## config.mk

```make
export PLATFORM = sky130hd
export DESIGN_NAME = fetch_stage
export DESIGN_NICKNAME = d
export VERILOG_FILES = /design/src/rtl/fetch_pkg.sv /design/src/rtl/fetch_pc.sv /design/src/rtl/fetch_stage.sv
export SDC_FILE = /design/constraint.sdc
export NUM_CORES = 1
export LEC_CHECK = 0
export ABC_AREA = 1
export ABC_CLOCK_PERIOD_IN_PS = 3400
export BUFFER_PORTS_ARGS = -buffer_cell sky130_fd_sc_hd__buf_2
export CORE_MARGIN = 1.5
export CORE_UTILIZATION = 52
export CTS_CLUSTER_DIAMETER = 80
export DETAILED_ROUTE_END_ITERATION = 8
export PLACE_DENSITY_LB_ADDON = 0.2
export SYNTH_ARGS = -nofsm -noshare
export SYNTH_HDL_FRONTEND = slang
export SYNTH_SLANG_ARGS = --single-unit
```

## constraint.sdc

```tcl
create_clock -name clk -period 3.4 [get_ports clk]
set_clock_uncertainty 0.2 [all_clocks]
set_input_delay 0.68 -clock clk [delete_from_list [all_inputs] [get_ports clk]]
set_output_delay 0.68 -clock clk [all_outputs]
set_load 0.02 [all_outputs]
```

## src/rtl/fetch_pkg.sv

```systemverilog
// Shared types and constants for the LEGv8 instruction-fetch stage.
package fetch_pkg;

    localparam int unsigned INSTR_W = 32;
    localparam int unsigned PC_W    = 64;

    localparam logic [INSTR_W-1:0] HALT_INSTR = 32'hD440_0000;
    localparam logic [INSTR_W-1:0] NOP_BUBBLE = 32'h0000_0000;

    typedef enum logic [1:0] {
        RUN   = 2'd0,
        HALT  = 2'd1,
        FAULT = 2'd2
    } fetch_state_t;

    typedef struct packed {
        logic [INSTR_W-1:0] instr;
        logic [PC_W-1:0]    pc;
        logic               valid;
    } ifid_t;

    function automatic ifid_t ifid_bubble();
        ifid_t b;
        b.instr = NOP_BUBBLE;
        b.pc    = '0;
        b.valid = 1'b0;
        return b;
    endfunction

endpackage

```

## src/rtl/fetch_pc.sv

```systemverilog
// Program counter register with load enable and sequential/branch next-PC mux.
module fetch_pc #(
    parameter int unsigned   N        = 64,
    parameter logic [N-1:0]  RESET_PC = '0
) (
    input  logic         clk,
    input  logic         reset,
    input  logic         load_en,
    input  logic         sel_branch,
    input  logic [N-1:0] pc_branch,
    output logic [N-1:0] pc
);

    logic [N-1:0] pc_next_c;

    always_comb begin
        pc_next_c = sel_branch ? pc_branch : pc + N'(4);
    end

    always_ff @(posedge clk) begin
        if (reset) begin
            pc <= RESET_PC;
        end else if (load_en) begin
            pc <= pc_next_c;
        end
    end

endmodule

```

## src/rtl/fetch_stage.sv

```systemverilog
// LEGv8 fetch stage: owns the PC, addresses imem and fills the IF/ID register.
module fetch_stage
    import fetch_pkg::*;
#(
    parameter int unsigned   N          = 64,
    parameter int unsigned   ADDR_W     = 6,
    parameter logic [N-1:0]  RESET_PC   = '0,
    parameter logic [31:0]   HALT_INSTR = fetch_pkg::HALT_INSTR
) (
    input  logic              clk,
    input  logic              reset,
    output logic [ADDR_W-1:0] imem_addr,
    input  logic [31:0]       imem_q,
    input  logic              stall_d,
    input  logic              flush_d,
    input  logic              pc_src,
    input  logic [N-1:0]      pc_branch,
    output logic [31:0]       instr_d,
    output logic [N-1:0]      pc_d,
    output logic              valid_d,
    output logic              halted,
    output logic              fault
);

    fetch_state_t state_q, state_n;
    ifid_t        ifid_q, ifid_n;
    logic [N-1:0] pc;
    logic         pc_load;
    logic         pc_sel_branch;
    logic         bad_pc_c;

    fetch_pc #(
        .N        (N),
        .RESET_PC (RESET_PC)
    ) u_pc (
        .clk        (clk),
        .reset      (reset),
        .load_en    (pc_load),
        .sel_branch (pc_sel_branch),
        .pc_branch  (pc_branch),
        .pc         (pc)
    );

    assign imem_addr = pc[ADDR_W+1:2];

    // PC must be word aligned and inside the imem window
    assign bad_pc_c = (|pc[1:0]) || (|pc[N-1:ADDR_W+2]);

    always_comb begin
        state_n       = state_q;
        ifid_n        = ifid_q;
        pc_load       = 1'b0;
        pc_sel_branch = 1'b0;

        unique case (state_q)
            RUN: begin
                if (pc_src) begin
                    pc_load       = 1'b1;
                    pc_sel_branch = 1'b1;
                    ifid_n        = ifid_bubble();
                end else if (bad_pc_c) begin
                    state_n      = FAULT;
                    ifid_n.valid = 1'b0;
                end else if (flush_d) begin
                    ifid_n  = ifid_bubble();
                    pc_load = !stall_d;
                end else if (!stall_d) begin
                    ifid_n.instr = imem_q;
                    ifid_n.pc    = PC_W'(pc);
                    ifid_n.valid = 1'b1;
                    // the halt word itself is delivered to decode, then fetch freezes
                    if (imem_q == HALT_INSTR) begin
                        state_n = HALT;
                    end else begin
                        pc_load = 1'b1;
                    end
                end
            end
            HALT, FAULT: begin
                if (pc_src) begin
                    state_n       = RUN;
                    pc_load       = 1'b1;
                    pc_sel_branch = 1'b1;
                    ifid_n        = ifid_bubble();
                end else begin
                    ifid_n.valid = 1'b0;
                end
            end
            default: begin
                state_n = RUN;
            end
        endcase
    end

    always_ff @(posedge clk) begin
        if (reset) begin
            state_q <= RUN;
            ifid_q  <= '0;
            halted  <= 1'b0;
            fault   <= 1'b0;
        end else begin
            state_q <= state_n;
            ifid_q  <= ifid_n;
            halted  <= (state_n == HALT);
            fault   <= (state_n == FAULT);
        end
    end

    assign instr_d = ifid_q.instr;
    assign pc_d    = N'(ifid_q.pc);
    assign valid_d = ifid_q.valid;

endmodule

```

==> results_tabular.tex <==
\begin{tabular}{lr}
\hline
Metric & Value \\
\hline
\multicolumn{2}{l}{\textbf{Status}} \\
\quad Status & complete, no violations \\
\multicolumn{2}{l}{\textbf{Finish}} \\
\quad Area of all placed cells without fillers & 10200 µm² \\
\quad Area growth, synth to finish & 19.6\% \\
\quad Count of nets after finishing & 1654 \\
\quad Filler cells & 1586 \\
\quad Commonest non-fill, non-tap cell in the layout & sky130\_fd\_sc\_hd\_\_nand2\_1 \\
\quad Inserted Diodes & 0 \\
\quad Multi-input gate area in the final layout & 4540 µm² \\
\quad Proportion of layout cells with a drive suffix above 1 & 0.189 \\
\quad Reg area & 3300 µm² \\
\quad Non-filler cells in the finished layout & 1779 \\
\quad Leading cell types in the layout, fill and taps excluded & 479 x sky130\_fd\_sc\_hd\_\_nand2\_1, 294 x sky130\_fd\_sc\_hd\_\_nor2\_1, 204 x sky130\_fd\_sc\_hd\_\_buf\_2 \\
\quad Finished Core Util & 0.641 \\
\multicolumn{2}{l}{\textbf{Pwr}} \\
\quad Share of total power in combinational logic & 0.133 \\
\quad Total internal power & 3.25 mW \\
\quad Switching power & 1.47 mW \\
\quad Peak ir drop on the vdd network & 349 µV \\
\quad Part of the total power dissipated in sequential elements & 0.447 \\
\quad Switching share of power & 0.312 \\
\quad Power per Cell Area & 461 nW/µm² \\
\quad Clock network power share & 0.419 \\
\quad Final total power & 4.72 mW \\
\quad Leakage component of the power & 4.58 nW \\
\multicolumn{2}{l}{\textbf{Synth}} \\
\quad Flip-flop and latch count after synthesis & 165 \\
\quad Post-synthesis net count & 1485 \\
\quad Post-Synthesis Cell Area & 8570 µm² \\
\quad Post-Synthesis Cells & 1381 \\
\quad Count of different cell masters after synthesis & 32 \\
\quad Post-synthesis sequential area ratio & 0.386 \\
\quad Total number of yosys warnings & 0 \\
\quad Average cell area after synthesis & 6.20 µm² \\
\multicolumn{2}{l}{\textbf{Floorplanning}} \\
\quad Boundary Pins & 206 \\
\quad Area of the die & 17300 µm² \\
\quad Initial Util & 0.535 \\
\quad Core outline area & 16000 µm² \\
\quad Die width & 131 µm \\
\quad Chip height & 131 µm \\
\quad Cell row count & 46 \\
\multicolumn{2}{l}{\textbf{Clock tree}} \\
\quad Setup fix buffers added after clock tree synthesis & 0 \\
\quad Inserted Clock Buffers & 17 \\
\quad Clock Sink Count & 165 \\
\quad Clock insertion delay at the later pin of the skew report & 440 ps \\
\quad Clock-pin slew on the worst setup and hold paths & 80 ps \\
\quad CTS tree & done \\
\quad CTS max path bufs & 2 \\
\quad Hold buffers post-CTS & 0 \\
\quad Post-cts resize count & 0 \\
\quad Maximum level of the CTS H-tree & 4 \\
\quad CTS Root Buffer Type & sky130\_fd\_sc\_hd\_\_clkbuf\_16 \\
\multicolumn{2}{l}{\textbf{Route}} \\
\quad Violation count after the first detailed-routing iteration & 598 \\
\quad Remaining design rule violation count & 0 \\
\quad Number of detailed-routing iterations run before antenna repair & 5 \\
\quad Number of vias in the routed layout & 9071 \\
\quad Average wire length per cell after detail routing & 14.0 µm \\
\quad Total Wirelength & 24.8 mm \\
\quad Detailed-route vias per instance & 5.10 \\
\quad Antenna Nets Post-Route & 0 \\
\multicolumn{2}{l}{\textbf{Placement}} \\
\quad \# port buffers & 205 \\
\quad Detailed Place HPWL & 17.9 mm \\
\quad Placed Instances & 1747 \\
\quad Total placed instance area & 9640 µm² \\
\quad Final estimated routing congestion in global placement & 0.971 \\
\multicolumn{2}{l}{\textbf{Critical path}} \\
\quad Data arrival at the endpoint of the critical path & 2790 ps \\
\quad Endpoint of the worst setup timing path & u\_pc.pc[54]\$\_SDFFE\_PP0P\_ \\
\quad Crit. Startpoint & u\_pc.pc[3]\$\_SDFFE\_PP0P\_ \\
\quad Critical path peak fanout & 8 \\
\quad Startpoint type of the worst setup path & register \\
\quad Most common cell on crit path & sky130\_fd\_sc\_hd\_\_nand2\_1 \\
\quad R2R Path End & u\_pc.pc[54]\$\_SDFFE\_PP0P\_ \\
\quad Type of destination of the critical path & register \\
\quad Startpoint of the worst register-to-register path & u\_pc.pc[3]\$\_SDFFE\_PP0P\_ \\
\quad Register-to-register setup slack & 750 ps \\
\quad Slowest cell delay on critical path & 500 ps \\
\quad Startpoint-to-endpoint class of the critical path & register to register \\
\quad CP cell instances & ha\_1 -> nand3\_1 -> inv\_1 -> nand2\_1 -> nor2\_4 -> nand4\_1 -> nor2\_1 -> nand3\_1 -> o21ai\_0 -> nand2\_1 -> nand2\_1 -> nor2\_1 \\
\quad Cell count of the worst reg-to-reg path & 12 \\
\quad CP max-delay cell & sky130\_fd\_sc\_hd\_\_dfxtp\_1 \\
\quad Worst path required time & 3540 ps \\
\multicolumn{2}{l}{\textbf{STA}} \\
\quad Share of the cycle needed by the critical path after routing & 0.779 \\
\quad Worst slew pin tran & 891 ps \\
\quad Worst rel slew slack & 0.406 \\
\quad Setup repair after global routing missed its margin & false \\
\quad Final setup violating endpoints & 0 \\
\quad Highest clock frequency the design can meet & 378 MHz \\
\quad Sum Neg Setup Slack & 0 ps \\
\quad Total count of max-transition violations in the final report & 0 \\
\quad Final count of hold timing violations & 0 \\
\quad Post-layout minimum cycle time & 2650 ps \\
\multicolumn{2}{l}{\textbf{Global route}} \\
\quad Wire length of the first global-routing pass & 40.8 mm \\
\quad GRT Overall Usage & 0.291 \\
\quad Via count of the first global-routing pass & 8519 \\
\quad Congestion Overflow GR & 0 \\
\quad Largest net degree at the start of global routing & 59 \\
\quad Number of antenna violations at the first check in global routing & 0 \\
\multicolumn{2}{l}{\textbf{Hold path}} \\
\quad Hold path depth & 2 \\
\quad Class of the tightest hold or removal check & register to register \\
\multicolumn{2}{l}{\textbf{Run}} \\
\quad Max-cap viol count & 0 \\
\hline
\end{tabular}
==> worst max-delay path, delay by kind of cell (launching register included) <==
family | cells | cell delay [ps]
AO/OA/AOI/OAI | 1 | 90
adder cells (fa/ha/maj) | 1 | 370
AND/OR/NAND/NOR | 9 | 1260
buffers and inverters | 1 | 140
flip-flops | 1 | 500
==> sequential cells by signal, indices dropped and copies added (netlist names) <==
name	cells
valid_d	1
fault	1
u_pc.pc	64
halted	1
pc_d	64
state_q	2
instr_d	32
==> layer usage <==
| metal | vias up | GRT usage | wire (µm) |
|---|---|---|---|
| met1 | 4066 | 0.356 | 10800 |
| met2 | 290 | 0.480 | 11300 |
| met5 | - | 0 | 0 |
| met3 | 59 | 0.0802 | 1780 |
| met4 | 0 | 0.124 | 854 |
| li1 | 4656 | - | - |
==> power groups by stage <==
stage                     logic, mW  registers [mW]  clock network, mW
after floorplan               0.409            2.17                  0
after global placement        0.619            2.15                  0
after detailed placement      0.627            2.15                  0
after CTS                     0.632            2.11               2.01
after global routing          0.712            2.12               2.09
final                         0.630            2.11               1.98
==> how the worst min path moves through the flow <==
stage,from,to,slack (ps)
2_1_floorplan,u_pc.pc[0]$_SDFFE_PP0P_,u_pc.pc[0]$_SDFFE_PP0P_,220
3_3_place_gp,pc_d[0]$_SDFFE_PP0P_,pc_d[0]$_SDFFE_PP0P_,220
3_5_place_dp,pc_d[26]$_SDFFE_PP0P_,pc_d[26]$_SDFFE_PP0P_,220
4_1_cts,pc_d[26]$_SDFFE_PP0P_,pc_d[26]$_SDFFE_PP0P_,240
5_1_grt,pc_d[44]$_SDFFE_PP0P_,pc_d[44]$_SDFFE_PP0P_,260
6_report,pc_d[44]$_SDFFE_PP0P_,pc_d[44]$_SDFFE_PP0P_,240
==> cell usage after synthesis <==
| library cell | n | area, µm² |
|---|---|---|
| sky130_fd_sc_hd__inv_1 | 94 | 353 |
| sky130_fd_sc_hd__o211ai_1 | 1 | 7.51 |
| sky130_fd_sc_hd__nor3_1 | 2 | 10.0 |
| sky130_fd_sc_hd__dfxtp_1 | 165 | 3300 |
| sky130_fd_sc_hd__nand2_1 | 479 | 1800 |
| sky130_fd_sc_hd__clkbuf_1 | 41 | 154 |
| sky130_fd_sc_hd__xor2_1 | 7 | 61.3 |
| sky130_fd_sc_hd__a21oi_2 | 25 | 219 |
| sky130_fd_sc_hd__buf_6 | 7 | 78.8 |
| sky130_fd_sc_hd__buf_1 | 4 | 15.0 |
| sky130_fd_sc_hd__a21oi_4 | 1 | 16.3 |
| sky130_fd_sc_hd__nand3b_1 | 1 | 7.51 |
| sky130_fd_sc_hd__o22ai_1 | 3 | 18.8 |
| sky130_fd_sc_hd__xnor2_1 | 3 | 26.3 |
| sky130_fd_sc_hd__nand4_1 | 30 | 188 |
| sky130_fd_sc_hd__inv_2 | 3 | 11.3 |
| sky130_fd_sc_hd__nand2_2 | 1 | 6.26 |
| sky130_fd_sc_hd__o21ai_0 | 97 | 485 |
| sky130_fd_sc_hd__a21oi_1 | 43 | 215 |
| sky130_fd_sc_hd__o31ai_1 | 2 | 15.0 |
| sky130_fd_sc_hd__a21o_1 | 1 | 7.51 |
| sky130_fd_sc_hd__o21ai_1 | 8 | 40.0 |
| sky130_fd_sc_hd__nand4_2 | 1 | 12.5 |
| sky130_fd_sc_hd__buf_2 | 8 | 40.0 |
| sky130_fd_sc_hd__nand3_1 | 33 | 165 |
| sky130_fd_sc_hd__or2_2 | 4 | 25.0 |
| sky130_fd_sc_hd__nor2_1 | 295 | 1110 |
| sky130_fd_sc_hd__buf_4 | 10 | 75.1 |
| sky130_fd_sc_hd__nor2_2 | 6 | 37.5 |
| sky130_fd_sc_hd__a22oi_1 | 1 | 7.51 |
| sky130_fd_sc_hd__ha_1 | 3 | 37.5 |
| sky130_fd_sc_hd__nor2_4 | 2 | 22.5 |
==> logic make-up after synthesis <==
family,count (synthesis),share of synthesized area
and+or+nand+nor,854,0.394
AOI/OAI and AO/OA,182,0.120
buffers and inverters,167,0.0849
DFF,165,0.386
xor gates and xnor gates,10,0.0102
adders and majority gates,3,0.00438
==> metrics by stage <==
step	setup slack [ps]	hold slack (ps)
after floorplan	1270	224
after global placement	792	223
after detailed placement	767	225
after CTS	782	237
after global routing	560	256
final	752	236
==> final cells by class <==
type	instances	share of cell area
clock buffers	17	0.0415
inverters	97	0.0355
repair buffers	220	0.113
flip-flops and latches	165	0.322
multi-input cells	1049	0.443
well taps	216	0.0264
clock inverters	15	0.0184
Power figures use the tool's default switching activity.
